## config.mk

```make
export PLATFORM = sky130hd
export DESIGN_NAME = hcp_report_sched_flat
export DESIGN_NICKNAME = d
export VERILOG_FILES = /design/src/rtl/hcp_report_sched_pkg.sv /design/src/rtl/hcp_report_sched_if.sv /design/src/rtl/hcp_rr_arb4.sv /design/src/rtl/hcp_report_sched.sv /design/src/flat_wrapper.sv
export SDC_FILE = /design/constraint.sdc
export NUM_CORES = 1
export LEC_CHECK = 0
export ABC_AREA = 0
export BUFFER_PORTS_ARGS = -buffer_cell sky130_fd_sc_hd__buf_2
export CORE_ASPECT_RATIO = 1.5
export CORE_UTILIZATION = 35
export CTS_BUF_LIST = sky130_fd_sc_hd__clkbuf_16
export DETAILED_ROUTE_END_ITERATION = 10
export GPL_ROUTABILITY_DRIVEN = 0
export GPL_TIMING_DRIVEN = 0
export PLACE_DENSITY_LB_ADDON = 0.1
export SYNTH_ARGS = -nofsm -noshare
export SYNTH_HDL_FRONTEND = slang
export SYNTH_HIERARCHICAL = 1
export SYNTH_SLANG_ARGS = --single-unit
```

## constraint.sdc

```tcl
create_clock -name i_clk -period 2.49 [get_ports i_clk]
set_input_delay 0.249 -clock i_clk [delete_from_list [all_inputs] [get_ports i_clk]]
set_output_delay 0.249 -clock i_clk [all_outputs]
set_load 0.005 [all_outputs]
```

## src/rtl/hcp_report_sched_pkg.sv

```systemverilog
// Shared definitions for the HCP report scheduler: state encoding, source
// indices and small index helpers used by the scheduler and its arbiter.
// Build option HCP_REPORT_PRIO_EN changes the round-robin pointer wrap.
package hcp_report_sched_pkg;

    localparam int SRC_NUM  = 4;
    localparam int SRC_CSM  = 0;
    localparam int SRC_NMAC = 1;

    typedef enum logic [1:0] {
        IDLE_S   = 2'd0,
        REQ_S    = 2'd1,
        STREAM_S = 2'd2
    } sched_state_t;

    // Index of the set bit of a one-hot source vector.
    function automatic logic [1:0] onehot_to_idx(input logic [SRC_NUM-1:0] oh);
        logic [1:0] idx;
        case (oh)
            4'b0010: idx = 2'd1;
            4'b0100: idx = 2'd2;
            4'b1000: idx = 2'd3;
            default: idx = 2'd0;
        endcase
        return idx;
    endfunction

    // Pointer for the next round after source g finished a frame. With the
    // priority build, source 0 is outside the rotation so the pointer skips it.
    function automatic logic [1:0] next_rr(input logic [1:0] g);
        logic [1:0] p;
        p = g + 2'd1;
`ifdef HCP_REPORT_PRIO_EN
        if (p == 2'd0) begin
            p = 2'd1;
        end
`endif
        return p;
    endfunction

endpackage

```

## src/rtl/hcp_report_sched_if.sv

```systemverilog
// Bundle between the report sources / parse stage and the scheduler.
// master: scheduler side, slave: sources + parse stage side.
interface hcp_report_sched_if import hcp_report_sched_pkg::*; ();

    logic [SRC_NUM-1:0]   iv_src_req;
    logic [SRC_NUM-1:0]   iv_src_mask;
    logic [8*SRC_NUM-1:0] iv_src_data;
    logic [SRC_NUM-1:0]   iv_src_last;
    logic [SRC_NUM-1:0]   ov_src_rd;
    logic                 o_report_en;
    logic                 i_report_en_ack;
    logic [7:0]           ov_data_csm;
    logic                 o_data_csm_last;
    logic [SRC_NUM-1:0]   ov_grant;
    logic                 o_len_err;
    logic                 i_err_clr;
    logic [1:0]           ov_sched_state;

    modport master (
        input  iv_src_req, iv_src_mask, iv_src_data, iv_src_last,
        input  i_report_en_ack, i_err_clr,
        output ov_src_rd, o_report_en, ov_data_csm, o_data_csm_last,
        output ov_grant, o_len_err, ov_sched_state
    );

    modport slave (
        output iv_src_req, iv_src_mask, iv_src_data, iv_src_last,
        output i_report_en_ack, i_err_clr,
        input  ov_src_rd, o_report_en, ov_data_csm, o_data_csm_last,
        input  ov_grant, o_len_err, ov_sched_state
    );

endinterface

```

## src/rtl/hcp_rr_arb4.sv

```systemverilog
// Combinational 4-way round-robin pick: first eligible source searching
// upward (mod 4) from rr_ptr, returned one-hot.
// With HCP_REPORT_PRIO_EN defined, source 0 wins outright when eligible and
// the rotation covers only sources 1..3 (rr_ptr of 0 is treated as 1).
module hcp_rr_arb4 import hcp_report_sched_pkg::*; (
    input  logic [SRC_NUM-1:0] eligible,
    input  logic [1:0]         rr_ptr,
    output logic [SRC_NUM-1:0] grant
);

`ifdef HCP_REPORT_PRIO_EN
    logic [1:0] base;
    logic [1:0] second;
    logic [1:0] third;

    // Rotation order over sources 1..3 starting at the pointer.
    always_comb begin
        base   = (rr_ptr == 2'd0) ? 2'd1 : rr_ptr;
        second = (base == 2'd3) ? 2'd1 : base + 2'd1;
        third  = (second == 2'd3) ? 2'd1 : second + 2'd1;
    end

    // Strict priority for the CSM source, round-robin for the rest.
    always_comb begin
        grant = '0;
        if (eligible[SRC_CSM]) begin
            grant = 4'b0001;
        end else if (eligible[base]) begin
            grant = 4'b0001 << base;
        end else if (eligible[second]) begin
            grant = 4'b0001 << second;
        end else if (eligible[third]) begin
            grant = 4'b0001 << third;
        end
    end
`else
    logic [SRC_NUM-1:0] rot;
    logic [1:0]         off;

    // rot[i] is the eligibility of the source i steps above the pointer.
    for (genvar gi = 0; gi < SRC_NUM; gi++) begin : g_rot
        assign rot[gi] = eligible[rr_ptr + 2'(gi)];
    end

    // First eligible offset, then rotate back to an absolute one-hot grant.
    always_comb begin
        grant = '0;
        off   = 2'd0;
        casez (rot)
            4'b???1: off = 2'd0;
            4'b??10: off = 2'd1;
            4'b?100: off = 2'd2;
            4'b1000: off = 2'd3;
            default: off = 2'd0;
        endcase
        if (rot != 4'd0) begin
            grant = 4'b0001 << (rr_ptr + off);
        end
    end
`endif

endmodule

```

## src/rtl/hcp_report_sched.sv

```systemverilog
// Round-robin scheduler sharing the HCP report path between four report
// sources. Grants one pending source, runs the report_en/ack handshake with
// the parse stage, then streams that source's bytes with a frame-length guard
// (1-byte frames are padded to 2 bytes, frames longer than MAX_LEN are cut).
// Build option HCP_REPORT_PRIO_EN: source 0 gets strict priority.
module hcp_report_sched import hcp_report_sched_pkg::*; #(
    parameter int MAX_LEN = 256
) (
    input  logic           i_clk,
    input  logic           i_rst,
    hcp_report_sched_if.master bus
);

    localparam logic [8:0] LAST_CNT = 9'(MAX_LEN - 1);

    sched_state_t       state_reg, state_next;
    logic [SRC_NUM-1:0] grant_reg, grant_next;
    logic [1:0]         gidx_reg, gidx_next;
    logic [1:0]         rr_ptr_reg, rr_ptr_next;
    logic [8:0]         byte_cnt_reg, byte_cnt_next;
    logic               report_en_reg, report_en_next;
    logic               len_err_reg, len_err_next;

    logic [SRC_NUM-1:0] eligible;
    logic [SRC_NUM-1:0] arb_grant;
    logic [7:0]         head_byte [SRC_NUM];
    logic [7:0]         g_byte;
    logic               g_last;
    logic               force_last;
    logic               frame_end;
    logic               err_set;

    logic [7:0]         data_out;
    logic               last_out;
    logic [SRC_NUM-1:0] rd_out;

    for (genvar gi = 0; gi < SRC_NUM; gi++) begin : g_head
        assign head_byte[gi] = bus.iv_src_data[8*gi +: 8];
    end

    assign eligible   = bus.iv_src_req & bus.iv_src_mask;
    assign g_byte     = head_byte[gidx_reg];
    assign g_last     = bus.iv_src_last[gidx_reg];
    assign force_last = (byte_cnt_reg == LAST_CNT);
    assign frame_end  = (state_reg == STREAM_S) && (g_last || force_last);

    hcp_rr_arb4 u_arb (
        .eligible (eligible),
        .rr_ptr   (rr_ptr_reg),
        .grant    (arb_grant)
    );

    // State register.
    always_ff @(posedge i_clk) begin
        if (i_rst) begin
            state_reg <= IDLE_S;
        end else begin
            state_reg <= state_next;
        end
    end

    // Next-state logic; ack only matters while waiting for it.
    always_comb begin
        state_next = state_reg;
        case (state_reg)
            IDLE_S:   if (eligible != 4'd0)     state_next = REQ_S;
            REQ_S:    if (bus.i_report_en_ack)  state_next = STREAM_S;
            STREAM_S: if (frame_end)            state_next = IDLE_S;
            default:                            state_next = IDLE_S;
        endcase
    end

    // Data path outputs: mux of the granted head byte. A short frame is not
    // popped on the ack cycle so its only byte is shown again as the last one.
    always_comb begin
        data_out = 8'd0;
        last_out = 1'b0;
        rd_out   = '0;
        case (state_reg)
            REQ_S: begin
                data_out = g_byte;
                if (bus.i_report_en_ack && !g_last) begin
                    rd_out = grant_reg;
                end
            end
            STREAM_S: begin
                data_out = g_byte;
                last_out = g_last || force_last;
                rd_out   = grant_reg;
            end
            default: ;
        endcase
    end

    // Next values of the registered grant, pointer, counter and error flag.
    always_comb begin
        grant_next     = grant_reg;
        gidx_next      = gidx_reg;
        rr_ptr_next    = rr_ptr_reg;
        byte_cnt_next  = byte_cnt_reg;
        report_en_next = report_en_reg;
        err_set        = 1'b0;
        case (state_reg)
            IDLE_S: begin
                if (eligible != 4'd0) begin
                    grant_next     = arb_grant;
                    gidx_next      = onehot_to_idx(arb_grant);
                    report_en_next = 1'b1;
                    byte_cnt_next  = 9'd0;
                end
            end
            REQ_S: begin
                if (bus.i_report_en_ack) begin
                    report_en_next = 1'b0;
                    byte_cnt_next  = 9'd1;
                    err_set        = g_last;
                end
            end
            STREAM_S: begin
                byte_cnt_next = byte_cnt_reg + 9'd1;
                err_set       = force_last && !g_last;
                if (frame_end) begin
                    rr_ptr_next   = next_rr(gidx_reg);
                    grant_next    = '0;
                    byte_cnt_next = 9'd0;
                end
            end
            default: ;
        endcase
        // A new error outranks a simultaneous clear.
        len_err_next = err_set || (len_err_reg && !bus.i_err_clr);
    end

    // Registers for grant, pointer, counter, report_en and the sticky error.
    always_ff @(posedge i_clk) begin
        if (i_rst) begin
            grant_reg     <= '0;
            gidx_reg      <= 2'd0;
            rr_ptr_reg    <= 2'd0;
            byte_cnt_reg  <= 9'd0;
            report_en_reg <= 1'b0;
            len_err_reg   <= 1'b0;
        end else begin
            grant_reg     <= grant_next;
            gidx_reg      <= gidx_next;
            rr_ptr_reg    <= rr_ptr_next;
            byte_cnt_reg  <= byte_cnt_next;
            report_en_reg <= report_en_next;
            len_err_reg   <= len_err_next;
        end
    end

    assign bus.ov_src_rd       = rd_out;
    assign bus.ov_data_csm     = data_out;
    assign bus.o_data_csm_last = last_out;
    assign bus.o_report_en     = report_en_reg;
    assign bus.ov_grant        = grant_reg;
    assign bus.o_len_err       = len_err_reg;
    assign bus.ov_sched_state  = state_reg;

endmodule
```

## src/flat_wrapper.sv

```systemverilog
// flat-port wrapper written by rule: the top's interface ports become plain ports
module hcp_report_sched_flat import hcp_report_sched_pkg::*;
#(
    parameter int MAX_LEN = 256
)
  (i_clk, i_rst, bus_iv_src_req, bus_iv_src_mask, bus_iv_src_data, bus_iv_src_last, bus_i_report_en_ack, bus_i_err_clr, bus_ov_src_rd, bus_o_report_en, bus_ov_data_csm, bus_o_data_csm_last, bus_ov_grant, bus_o_len_err, bus_ov_sched_state);
  hcp_report_sched_if bus_i ();
  input  logic i_clk;
  input  logic i_rst;
  input wire logic [$bits(bus_i.iv_src_req)-1:0] bus_iv_src_req;
  input wire logic [$bits(bus_i.iv_src_mask)-1:0] bus_iv_src_mask;
  input wire logic [$bits(bus_i.iv_src_data)-1:0] bus_iv_src_data;
  input wire logic [$bits(bus_i.iv_src_last)-1:0] bus_iv_src_last;
  input wire logic [$bits(bus_i.i_report_en_ack)-1:0] bus_i_report_en_ack;
  input wire logic [$bits(bus_i.i_err_clr)-1:0] bus_i_err_clr;
  output wire logic [$bits(bus_i.ov_src_rd)-1:0] bus_ov_src_rd;
  output wire logic [$bits(bus_i.o_report_en)-1:0] bus_o_report_en;
  output wire logic [$bits(bus_i.ov_data_csm)-1:0] bus_ov_data_csm;
  output wire logic [$bits(bus_i.o_data_csm_last)-1:0] bus_o_data_csm_last;
  output wire logic [$bits(bus_i.ov_grant)-1:0] bus_ov_grant;
  output wire logic [$bits(bus_i.o_len_err)-1:0] bus_o_len_err;
  output wire logic [$bits(bus_i.ov_sched_state)-1:0] bus_ov_sched_state;
  assign bus_i.iv_src_req = bus_iv_src_req;
  assign bus_i.iv_src_mask = bus_iv_src_mask;
  assign bus_i.iv_src_data = bus_iv_src_data;
  assign bus_i.iv_src_last = bus_iv_src_last;
  assign bus_i.i_report_en_ack = bus_i_report_en_ack;
  assign bus_i.i_err_clr = bus_i_err_clr;
  assign bus_ov_src_rd = bus_i.ov_src_rd;
  assign bus_o_report_en = bus_i.o_report_en;
  assign bus_ov_data_csm = bus_i.ov_data_csm;
  assign bus_o_data_csm_last = bus_i.o_data_csm_last;
  assign bus_ov_grant = bus_i.ov_grant;
  assign bus_o_len_err = bus_i.o_len_err;
  assign bus_ov_sched_state = bus_i.ov_sched_state;
  hcp_report_sched #(.MAX_LEN(MAX_LEN)) u_core (.i_clk(i_clk), .i_rst(i_rst), .bus(bus_i));
endmodule
```

# Word level (Yosys, flattened, before mapping)
# Index checks and enable logic that the tools add are counted.
[op_classes]
n_addsub = 6
n_lt_le_gt_ge = 6
n_eq_ne = 12
shift = 1
n_mux = 36
bitwise_logic = 2
n_reduce_logical = 21
[ops]
columns = ["cell", "count"]
rows = [
  ["9-bit two-way mux", 3],
  ["9-bit one-hot mux with 3 select lines", 1],
  ["8-bit two-way mux", 3],
  ["2-bit one-hot mux with 3 select lines", 3],
  ["8-bit binary-select mux with 2-bit select", 1],
  ["4-bit two-way mux", 4],
  ["4-bit one-hot mux with 2 select lines", 2],
  ["2-bit by 3-bit < comparator with 1-bit output, second input constant", 5],
  ["3-bit AND reduction", 4],
  ["1-bit binary-select mux with 2-bit select", 5],
  ["9-bit by 1-bit adder with 9-bit output, second input constant", 1],
  ["9-bit by 8-bit == test with 1-bit output, second input constant", 1],
  ["1-bit two-way mux", 9],
  ["4-bit == test, second input constant", 2],
  ["4-bit nonzero test", 2],
  ["2-bit two-way mux", 3],
  ["2-bit by 1-bit adder with 2-bit output, second input constant", 2],
  ["2-bit adder, second input constant", 2],
  ["4-bit bitwise AND", 1],
  ["2-bit == test, second input constant", 2],
  ["4-bit by 2-bit == test with 1-bit output, second input constant", 1],
  ["4-bit by 3-bit == test with 1-bit output, second input constant", 1],
  ["1-bit logical AND", 4],
  ["2-bit by 1-bit inequality test with 1-bit output, second input constant", 2],
  ["other kinds (15)", 20],
]
[totals]
ff_bits = 21
in_bits = 48
output_inout_bits = 21
elab_cells = 91

# Depth between registers and ports, before layout
# Gate-level depths: netlist of the first run.
[logic_depth]
word_depth = 10
depth_mapped = 13
ltp_nobuf = 12

# Cells and area by module
# The synthesis of the first run kept the hierarchy.
[by_module_without_submodules]
columns = ["mod", "instances", "cells_per_inst", "area_per_inst_um2", "seq_area_each_um2"]
rows = [
  ["hcp_report_sched", 1, 173, 1496.4, 420.4],
  ["hcp_rr_arb4", 1, 42, 279.0, 0.0],
]

# Least setup slack after synthesis of the first run
# OpenSTA, ideal clock, no wires.
[synth_timing]
kind = "input to register"
start = "input bus_iv_src_req[0]"
end = "register u_core.gidx_reg[0]"
setup_ps = 70
t_arrival_ps = 2487
required_ps = 2420
path_slack_ps = -68
stages = 12
n_path_buf = 0
cell_sequence = "and2_1 > inv_1 > o21ai_0 > a21oi_1 > o31a_1 > ha_1 > xnor2_1 > nor4_1 > nor3_1 > xnor2_1 > or4_1 > a21oi_1"
[synth_between]
elab_chain_cells = 10
word_cells_on_any_way = 23
cone_classes = "add/sub (1); eq/ne (6); shift (1); mux (11); bitwise (1); reduce/logical (3)"
[synth_rtl]
columns = ["element", "line_no", "rtl"]
rows = [
  ["start: declaration", "flat_wrapper.sv:10", "input wire logic [$bits(bus_i.iv_src_req)-1:0] bus_iv_src_req;"],
  ["4-bit bitwise AND (*)", "hcp_report_sched.sv:41", "assign eligible = bus.iv_src_req & bus.iv_src_mask;"],
  ["1-bit binary-select mux with 2-bit select", "hcp_rr_arb4.sv:42", "assign rot[gi] = eligible[rr_ptr + 2'(gi)];"],
  ["1-bit two-way mux (implied by the code)", "hcp_rr_arb4.sv:42", ""],
  ["4-bit == test, or another cell as far along", "hcp_rr_arb4.sv:49", "casez (rot)"],
  ["2-bit one-hot mux with 3 select lines", "hcp_rr_arb4.sv:49", ""],
  ["2-bit adder", "hcp_rr_arb4.sv:57", "grant = 4'b0001 << (rr_ptr + off);"],
  ["1-bit by 2-bit << shifter with 4-bit output", "hcp_rr_arb4.sv:57", ""],
  ["4-bit two-way mux (*)", "hcp_rr_arb4.sv:56", "if (rot != 4'd0) begin"],
  ["net u_core.arb_grant[1]", "hcp_report_sched.sv:25", "logic [SRC_NUM-1:0] arb_grant;"],
  ["4-bit == test, or another cell as far along", "hcp_report_sched_pkg.sv:19", "case (oh)"],
  ["2-bit one-hot mux with 3 select lines (*)", "hcp_report_sched_pkg.sv:19", ""],
  ["end signal: assignment", "hcp_report_sched.sv:145", "gidx_reg <= gidx_next;"],
  ["end: declaration", "hcp_report_sched.sv:18", "logic [1:0] gidx_reg, gidx_next;"],
]
# Mark *: on every way through the listed nets, which the timed path passes. The rest lies on a longest branch. The select of a mux whose other input is x is not followed.
# A chain may end at the register's enable or synchronous reset.

# Worst setup path in the final report of the first run
[layout_timing]
start = "input bus_iv_src_mask[3]"
end = "register u_core.gidx_reg[1]"
[layout_between]
elab_chain_cells = 10
word_cells_on_any_way = 23
cone_classes = "add/sub (1); eq/ne (6); shift (1); mux (11); bitwise (1); reduce/logical (3)"
[layout_rtl]
columns = ["element", "line_no", "rtl"]
rows = [
  ["start: declaration", "flat_wrapper.sv:11", "input wire logic [$bits(bus_i.iv_src_mask)-1:0] bus_iv_src_mask;"],
  ["4-bit bitwise AND (*)", "hcp_report_sched.sv:41", ""],
  ["net u_core.eligible[3]", "hcp_report_sched.sv:24", "logic [SRC_NUM-1:0] eligible;"],
  ["1-bit binary-select mux with 2-bit select", "hcp_rr_arb4.sv:42", ""],
  ["1-bit two-way mux (implied by the code)", "hcp_rr_arb4.sv:42", ""],
  ["4-bit == test, or another cell as far along", "hcp_rr_arb4.sv:49", ""],
  ["2-bit one-hot mux with 3 select lines", "hcp_rr_arb4.sv:49", ""],
  ["2-bit adder", "hcp_rr_arb4.sv:57", ""],
  ["1-bit by 2-bit << shifter with 4-bit output", "hcp_rr_arb4.sv:57", ""],
  ["4-bit two-way mux (*)", "hcp_rr_arb4.sv:56", ""],
  ["net u_core.arb_grant[3]", "hcp_report_sched.sv:25", ""],
  ["4-bit == test, or another cell as far along", "hcp_report_sched_pkg.sv:19", ""],
  ["2-bit one-hot mux with 3 select lines (*)", "hcp_report_sched_pkg.sv:19", ""],
]
# Marked as above.

==> results of run 1 <==
## per-layer routing
layer  vias to the layer above  part of all wire, %  global-route usage (%)
li1                        949                    -                       -
met1                       917                   39                    20.2
met2                        31                   58                    38.5
met3                         4                  2.2                    1.88
met4                         0                  1.0                    6.55
met5                         -                    0                       0
## cell usage after synthesis, drive strengths merged (3+ instances only)
cell	count	area (µm²)
dfxtp	21	420
nand2	16	60.1
nor2	14	52.6
a21oi	13	65.1
inv	13	48.8
and2	12	75.1
mux4	9	203
nand3	9	45.0
buf	7	43.8
ha	7	87.6
nor3	7	35.0
o21ai	6	30.0
o32ai	6	52.6
clkbuf	5	20.0
nand2b	5	31.3
nor2b	5	31.3
o21a	5	37.5
a22oi	4	30.0
a31oi	4	25.0
nand3b	4	30.0
nor3b	4	30.0
xnor2	4	35.0
o31ai	3	22.5
o41ai	3	26.3
or4	3	22.5
## cell type report
| type | count | area (µm²) | area share, % |
|---|---|---|---|
| inverters | 13 | 48.8 | 2.02 |
| clock buffers | 3 | 75.1 | 3.10 |
| flip-flops and latches | 21 | 424 | 17.5 |
| clock inverters | 1 | 3.75 | 0.155 |
| well taps | 66 | 82.6 | 3.41 |
| repair buffers | 74 | 385 | 15.9 |
| plain buffers | 10 | 51.3 | 2.12 |
| multi-input cells | 169 | 1350 | 55.7 |
## kinds of logic after synthesis
| logic type | Yosys count |
|---|---|
| AND/OR/NAND/NOR | 91 |
| AO/OA/AOI/OAI | 54 |
| buffers and inverters | 25 |
| flip-flops | 21 |
| multiplexers | 12 |
| adder cells (fa/ha/maj) | 7 |
| XOR/XNOR | 5 |
## worst paths after layout
path,from,end,slack (ns)
worst max-delay path,bus_iv_src_mask[3],u_core/gidx_reg[1],0.02
worst min-delay path,bus_i_err_clr,u_core/bus.o_len_err,0.30
worst max register to register,u_core/rr_ptr_reg[1],u_core/gidx_reg[1],0.03
worst min register to register,u_core/byte_cnt_reg[8],u_core/byte_cnt_reg[8],0.45
## timing repair
action | 4_1_cts | 5_1_grt
setup endpoints to repair | 4 | 8
hold buffers | 0 | 0
resized for setup | 13 | 15
pin swaps | 3 | 14
buffers inserted | 2 | 4
## worst min-delay path: cells and delay by family
| family | cells | cell delay (ns) |
|---|---|---|
| AO/OA/AOI/OAI | 1 | 0.10 |
| buffers and inverters | 1 | 0.08 |
| AND/OR/NAND/NOR | 2 | 0.07 |
## cell usage in the layout, fill, tap and decap left out, drive strengths merged, types with 2 or more instances in the layout
cell type   n
nor2b       5
o21a        5
o41ai       3
xnor2       4
nor2       14
nand3       9
o31ai       3
nor4        2
and2       12
buf        80
nand2      16
nor3        7
nor3b       4
a22oi       4
or4         3
mux2        2
mux4        9
clkbuf      7
a31oi       4
and3b       2
o32ai       6
or2         2
o21ai       6
nand2b      5
dfxtp      21
a211oi      2
ha          7
nand3b      4
inv        14
a21oi      13
## metrics by stage
| step | hold WS, ns | instance area (µm²) | std cells | TNS [ns] |
|---|---|---|---|---|
| 6_report | 0.300 | 2420 | 357 | 0 |
| 3_3_place_gp | 0.445 | 2190 | 348 | -0.763 |
| 2_1_floorplan | 0.432 | 1780 | 215 | 0 |
| 5_1_grt | 0.338 | 2420 | 357 | -0.0899 |
| 3_5_place_dp | 0.447 | 2200 | 349 | -0.884 |
| 4_1_cts | 0.306 | 2360 | 355 | 0 |
## power breakdown
group | leakage, µW | total (µW) | internal [µW] | switching [µW]
registers | 0.000171 | 410 | 376 | 34.0
clock network | 0.0000423 | 340 | 214 | 126
logic | 0.000744 | 774 | 355 | 419
==> summary.md, run 1 <==
| Metric | Value |
|---|---|
| Crit-path slowest cell | or4_1 |
| Clk slew on worst S/H paths | 0.06 ns |
| Vias | approximately 1900 |
| Max-cap violations | 0 |
| CTS root buf | clkbuf_16 |
| Worst path bufs/invs | 2 |
| Fill count | 514 |
| Sequential-to-total area share from yosys stat | 23.7% |
| Syn Nets | between 200 and 300 |
| Ys async rst share | 0% |
| # diodes | 0 |
| Die area | between 5000 and 6000 µm² |
| Post-Syn Area per Cell | between 8 and 9 µm² |
| Critical path capture point type | flop |
| Hpwl dp | around 3900 µm |
| Core area | 4850 µm² |
| Fin worst setup slack | slightly above 0.02 ns |
| DR pass1 iterations | 4 |
| Slowest stage delay, CP | between 0.5 and 0.6 ns |
| Ratio of cells with drive above 1 in the final layout | between 40% and 50% |
| Crit path max-delay family | compound AO/OA/AOI/OAI gates |
| Total GRT Usage | around 19% |
| DRC | 0 |
| CTS tree | built |
| Post-synthesis mux area share | a little over an eighth |
| WS Path Type | input pin to flop |
| Port bufs | 67 |
| Worst-Margin Slew | approximately 1.0 ns |
| CP cell instances | buf_2, and2_4, buf_6, a2bb2oi_2, o211ai_1, o31a_1, ha_4, xor2_2, nand4_1, a21oi_2, xnor2_1, or4_1, a21oi_1 |
| Max-slew violations | 0 |
| Grt total ovfl | 0 |
| Routed Antenna Nets | 0 |
| Io pins | 69 |
| Clock Path Buffers | 2 |
| CTS sink cnt | 21 |
| RSZ-0062 raised after global routing | true |
| Number of unique standard cell types used by synthesis | 53 |
| Synth Area in Compound Gates | a little over a fifth |
| Power Density | roughly 630 nW/µm² |
| Area growth syn-to-layout | 36.3% |
| Fin crit share | between 90% and 100% |
| Wire per inst | ~14 µm |
| Post-synthesis cell count | approximately 220 |
| Starting Density | 36.6% |
| Post-Synth XOR/XNOR Area | around 2.5% |
| Die Wd | about 60 µm |
| Layout Utilization | approximately half |
| Via-to-Cell Ratio | about 5.3 |
| Status | finished, final reports clean |
| CTS buffer count | 3 |
| Power Total | ~1500 µW |
| Largest net degree at the start of global routing | 12 |
| Worst EP arrival | approximately 2.7 ns |
| FMAX | between 400 and 500 MHz |
| DIE HEIGHT | 89.2 µm |
| Minimum clock period | between 2 and 2.5 ns |
| Worst vdd ir | approximately 450 µV |
| Synthesized flop and latch total | 21 |
| Number of global-route vias before repair | ~1800 |
| Register-to-Register Path Depth | 11 |
| CP Data Required Time | roughly 2.7 ns |
| Initial antenna violation count | 0 |
| Row count | 31 |
| Synth Warn # | 6 |
| Final Hold Fails | 0 |
| Main synth FF type | dfxtp_1 |
| P_leak | 0.000957 µW |
| Netlist Area Pre-Place | around 1800 µm² |
| Critical path depth in cells | 13 |
| CP startpoint kind | input pin |
| Post-Place Setup Slack | -0.410 ns |
| Worst Path Max Fanout | 6 |
| Clock Latency Late Sink | approximately 0.25 ns |
| Skew final | around 0.0036 ns |
| Hold crit path type | input pin to flop |
| First-pass GRT wire length | about 7900 µm |
| Final Setup Violations | 0 |
| Post-synthesis simple-gate area fraction | 28.5% |
| Max reg flops | 9 |
| Htree depth | 1 |
| WHS Path Cells | 4 |
| Relative slew margins | about 29% |
| Post-synthesis adder-cell area fraction | 4.93% |
| 1st-iter DRT viols | 74 |
| Routed Wire Length | roughly 5100 µm |
| EDFF count, synth | 0 |
| Largest family of logic cells by synthesized area | simple AND/OR/NAND/NOR gates |
| Nets | between 300 and 400 |
No activity file was read; power rests on OpenSTA's default activity.
==> run 2, diff against run 1 <==
--- a/config.mk
+++ b/config.mk
@@ -8,11 +8,11 @@
 export ABC_AREA = 0
 export BUFFER_PORTS_ARGS = -buffer_cell sky130_fd_sc_hd__buf_2
 export CORE_ASPECT_RATIO = 1.5
-export CORE_UTILIZATION = 35
+export CORE_UTILIZATION = 44
 export CTS_BUF_LIST = sky130_fd_sc_hd__clkbuf_16
 export DETAILED_ROUTE_END_ITERATION = 10
 export GPL_ROUTABILITY_DRIVEN = 0
-export GPL_TIMING_DRIVEN = 0
+export GPL_TIMING_DRIVEN = 1
 export PLACE_DENSITY_LB_ADDON = 0.1
 export SYNTH_ARGS = -nofsm -noshare
 export SYNTH_HDL_FRONTEND = slang
==> summary.md, run 2 (synthesized netlist as in run 1, its figures left out) <==
| Metric | Value |
|---|---|
| Status | finished, final reports clean |
| Number of global-route vias before repair | 1849 (+3.9%) |
| R2R Path Start | u_core/rr_ptr_reg[1] |
| Final Hold Fails | 0 (unchanged) |
| Clock Path Buffers | 2 (unchanged) |
| Area growth syn-to-layout | 37.5% |
| Commonest non-fill, non-tap cell in the layout | buf_2 |
| Crit path from | u_core/rr_ptr_reg[1] |
| Register-to-Register Path Depth | 11 (unchanged) |
| CP endpoint | u_core/gidx_reg[1] |
| Ratio of cells with drive above 1 in the final layout | 41.7% (+1.5 points) |
| DIE HEIGHT | 79.8 µm (-11%) |
| Die Wd | 53.9 µm (-10%) |
| Commonest non-fill, non-tap cells in the layout | 68 x buf_2, 20 x dfxtp_1, 20 x buf_4 |
| Starting Density | 47.3% (+11 points) |
| Worst R2R Setup Slack | 0.07 ns (+0.04 ns) |
| Initial antenna violation count | 0 (unchanged) |
| DR pass1 iterations | 4 (unchanged) |
| Power Total | 1540 µW (+1.4%) |
| Largest net degree at the start of global routing | 29 (+17) |
| Layout Utilization | 65.1% (+15 points) |
| Switching pwr | 567 µW (-2.2%) |
| Fill count | 362 (-30%) |
| Seq pwr share | 26.6% (-0.3 points) |
| Hold buffer count at cts | 0 (unchanged) |
| Logic pwr share | 51.6% (+0.8 points) |
| Relative slew margins | 61.0% (+32 points) |
| Skew final | 0.00456 ns (+0.000942 ns) |
| CTS root buf | clkbuf_16 |
| Die area | 4300 µm² (-20%) |
| Worst-Margin Slew | 0.578 ns (-0.466 ns) |
| Hold crit path type | input pin to flop |
| Via-to-Cell Ratio | 5.70 (+7.0%) |
| P_leak | 0.00100 µW (+4.6%) |
| Io pins | 69 (unchanged) |
| Worst Path Max Fanout | 6 (unchanged) |
| CP Data Required Time | 2.68 ns (about the same) |
| Htree depth | 1 (unchanged) |
| Total GRT Usage | 23.0% (+3.6 points) |
| First-pass GRT wire length | 7600 µm (-4.1%) |
| Nets | 351 (+1.2%) |
| WS Path Type | flop to flop |
| Power Density | 633 nW/µm² (+0.49%) |
| Core area | 3750 µm² (-23%) |
| Port bufs | 68 (+1.5%) |
| Worst vdd ir | 687 µV (+54%) |
| Clock network fraction of design power | 21.8% (-0.5 points) |
| Critical path capture point type | flop |
| Final Setup Violations | 0 (unchanged) |
| Dpl cell area | 2250 µm² (+2.3%) |
| Minimum clock period | 2.42 ns (-0.0542 ns) |
| CTS sink cnt | 21 (unchanged) |
| Hold slack | 0.302 ns (+0.00163 ns) |
| Routed Wire Length | 4940 µm (-3.5%) |
| Worst EP arrival | 2.60 ns (-0.05 ns) |
| Clock Latency Late Sink | 0.25 ns (about the same) |
| Fin crit share | 97.0% (-2.2 points) |
| CTS buffer count | 3 (unchanged) |
| Clk slew on worst S/H paths | 0.05 ns (about the same) |
| Finished Cell Area | 2440 µm² (+0.88%) |
| RR Endpoint | u_core/gidx_reg[1] |
| Int Power | 978 µW (+3.5%) |
| Vias | 1925 (+1.3%) |
| Wire per inst | 14.6 µm (+1.9%) |
| RSZ-0062 raised after global routing | true |
| Routed Antenna Nets | 0 (unchanged) |
| Row count | 27 (-13%) |
| Max reg flops | 9 (unchanged) |
| # diodes | 0 (unchanged) |
| Sw frac | 36.7% (-1.3 points) |
| DRC | 0 (unchanged) |
| Grt total ovfl | 0 (unchanged) |
| Max-cap violations | 0 (unchanged) |
| Hpwl dp | 3650 µm (-5.7%) |
| CP startpoint kind | flop |
| CTS tree | built |
| Max-slew violations | 0 (unchanged) |
| FMAX | 414 MHz (+2.2%) |
| 1st-iter DRT viols | 71 (-4.1%) |
[run 2: layout make-up]
class,instances,area (µm²),area share (%)
clock inverters,1,3.75,0.154
repair buffers,88,490,20.1
flip-flops and latches,21,424,17.4
well taps,43,53.8,2.20
inverters,13,48.8,2.00
clock buffers,3,75.1,3.08
multi-input cells,169,1350,55.1
[run 2: through the flow]
step	setup slack, ns	TNS, ns	cells
floorplan	0.0168	0	215
global placement	-0.0674	-0.113	333
detailed placement	-0.133	-0.195	333
CTS	0.0442	0	337
global route	-0.0772	-0.0912	338
finish	0.0743	0	338
[run 2: critical path, cell delays in order, from the launching register on]
cell and delay, ns:
dfxtp_4 0.37, o21ai_2 0.13, a21oi_1 0.08, o31a_1 0.27, ha_4 0.20, xor2_2 0.18, nand4_1 0.14, a21oi_1 0.16
buf_4 0.15, xnor2_2 0.07, or4_4 0.48, a21oi_2 0.12
[run 2: worst min-delay path by stage]
stage                      startpoint                endpoint  slack [ns]  depth (start not counted)
4_1_cts                 bus_i_err_clr    u_core/bus.o_len_err        0.30                          4
6_report                bus_i_err_clr    u_core/bus.o_len_err        0.30                          4
2_1_floorplan  u_core/byte_cnt_reg[8]  u_core/byte_cnt_reg[8]        0.43                          2
3_5_place_dp   u_core/byte_cnt_reg[8]  u_core/byte_cnt_reg[8]        0.45                          2
3_3_place_gp   u_core/byte_cnt_reg[8]  u_core/byte_cnt_reg[8]        0.45                          2
5_1_grt                 bus_i_err_clr    u_core/bus.o_len_err        0.34                          4
[run 2: repair_timing]
item	CTS	global route
cloned	0	0
endpoints found under the setup margin	1	8
gates resized for setup	2	21
setup buffers	0	1
pin swaps	0	9
[run 2: power groups by stage]
stage                     combinational [µW]  sequential (µW)  clock, µW
after floorplan                          476              411          0
after global placement                   736              417          0
after detailed placement                 746              417          0
final                                    798              411        336
after global routing                     873              419        359
after CTS                                752              409        343
[run 2: routing by layer]
metal  share of wire [%]  routed length (µm)  GRT usage [%]
met3                 4.8                 238           3.05
met4                 1.3                  63           6.84
met2                  55                2700           44.3
met5                   0                   0              0
met1                  39                1940           23.9
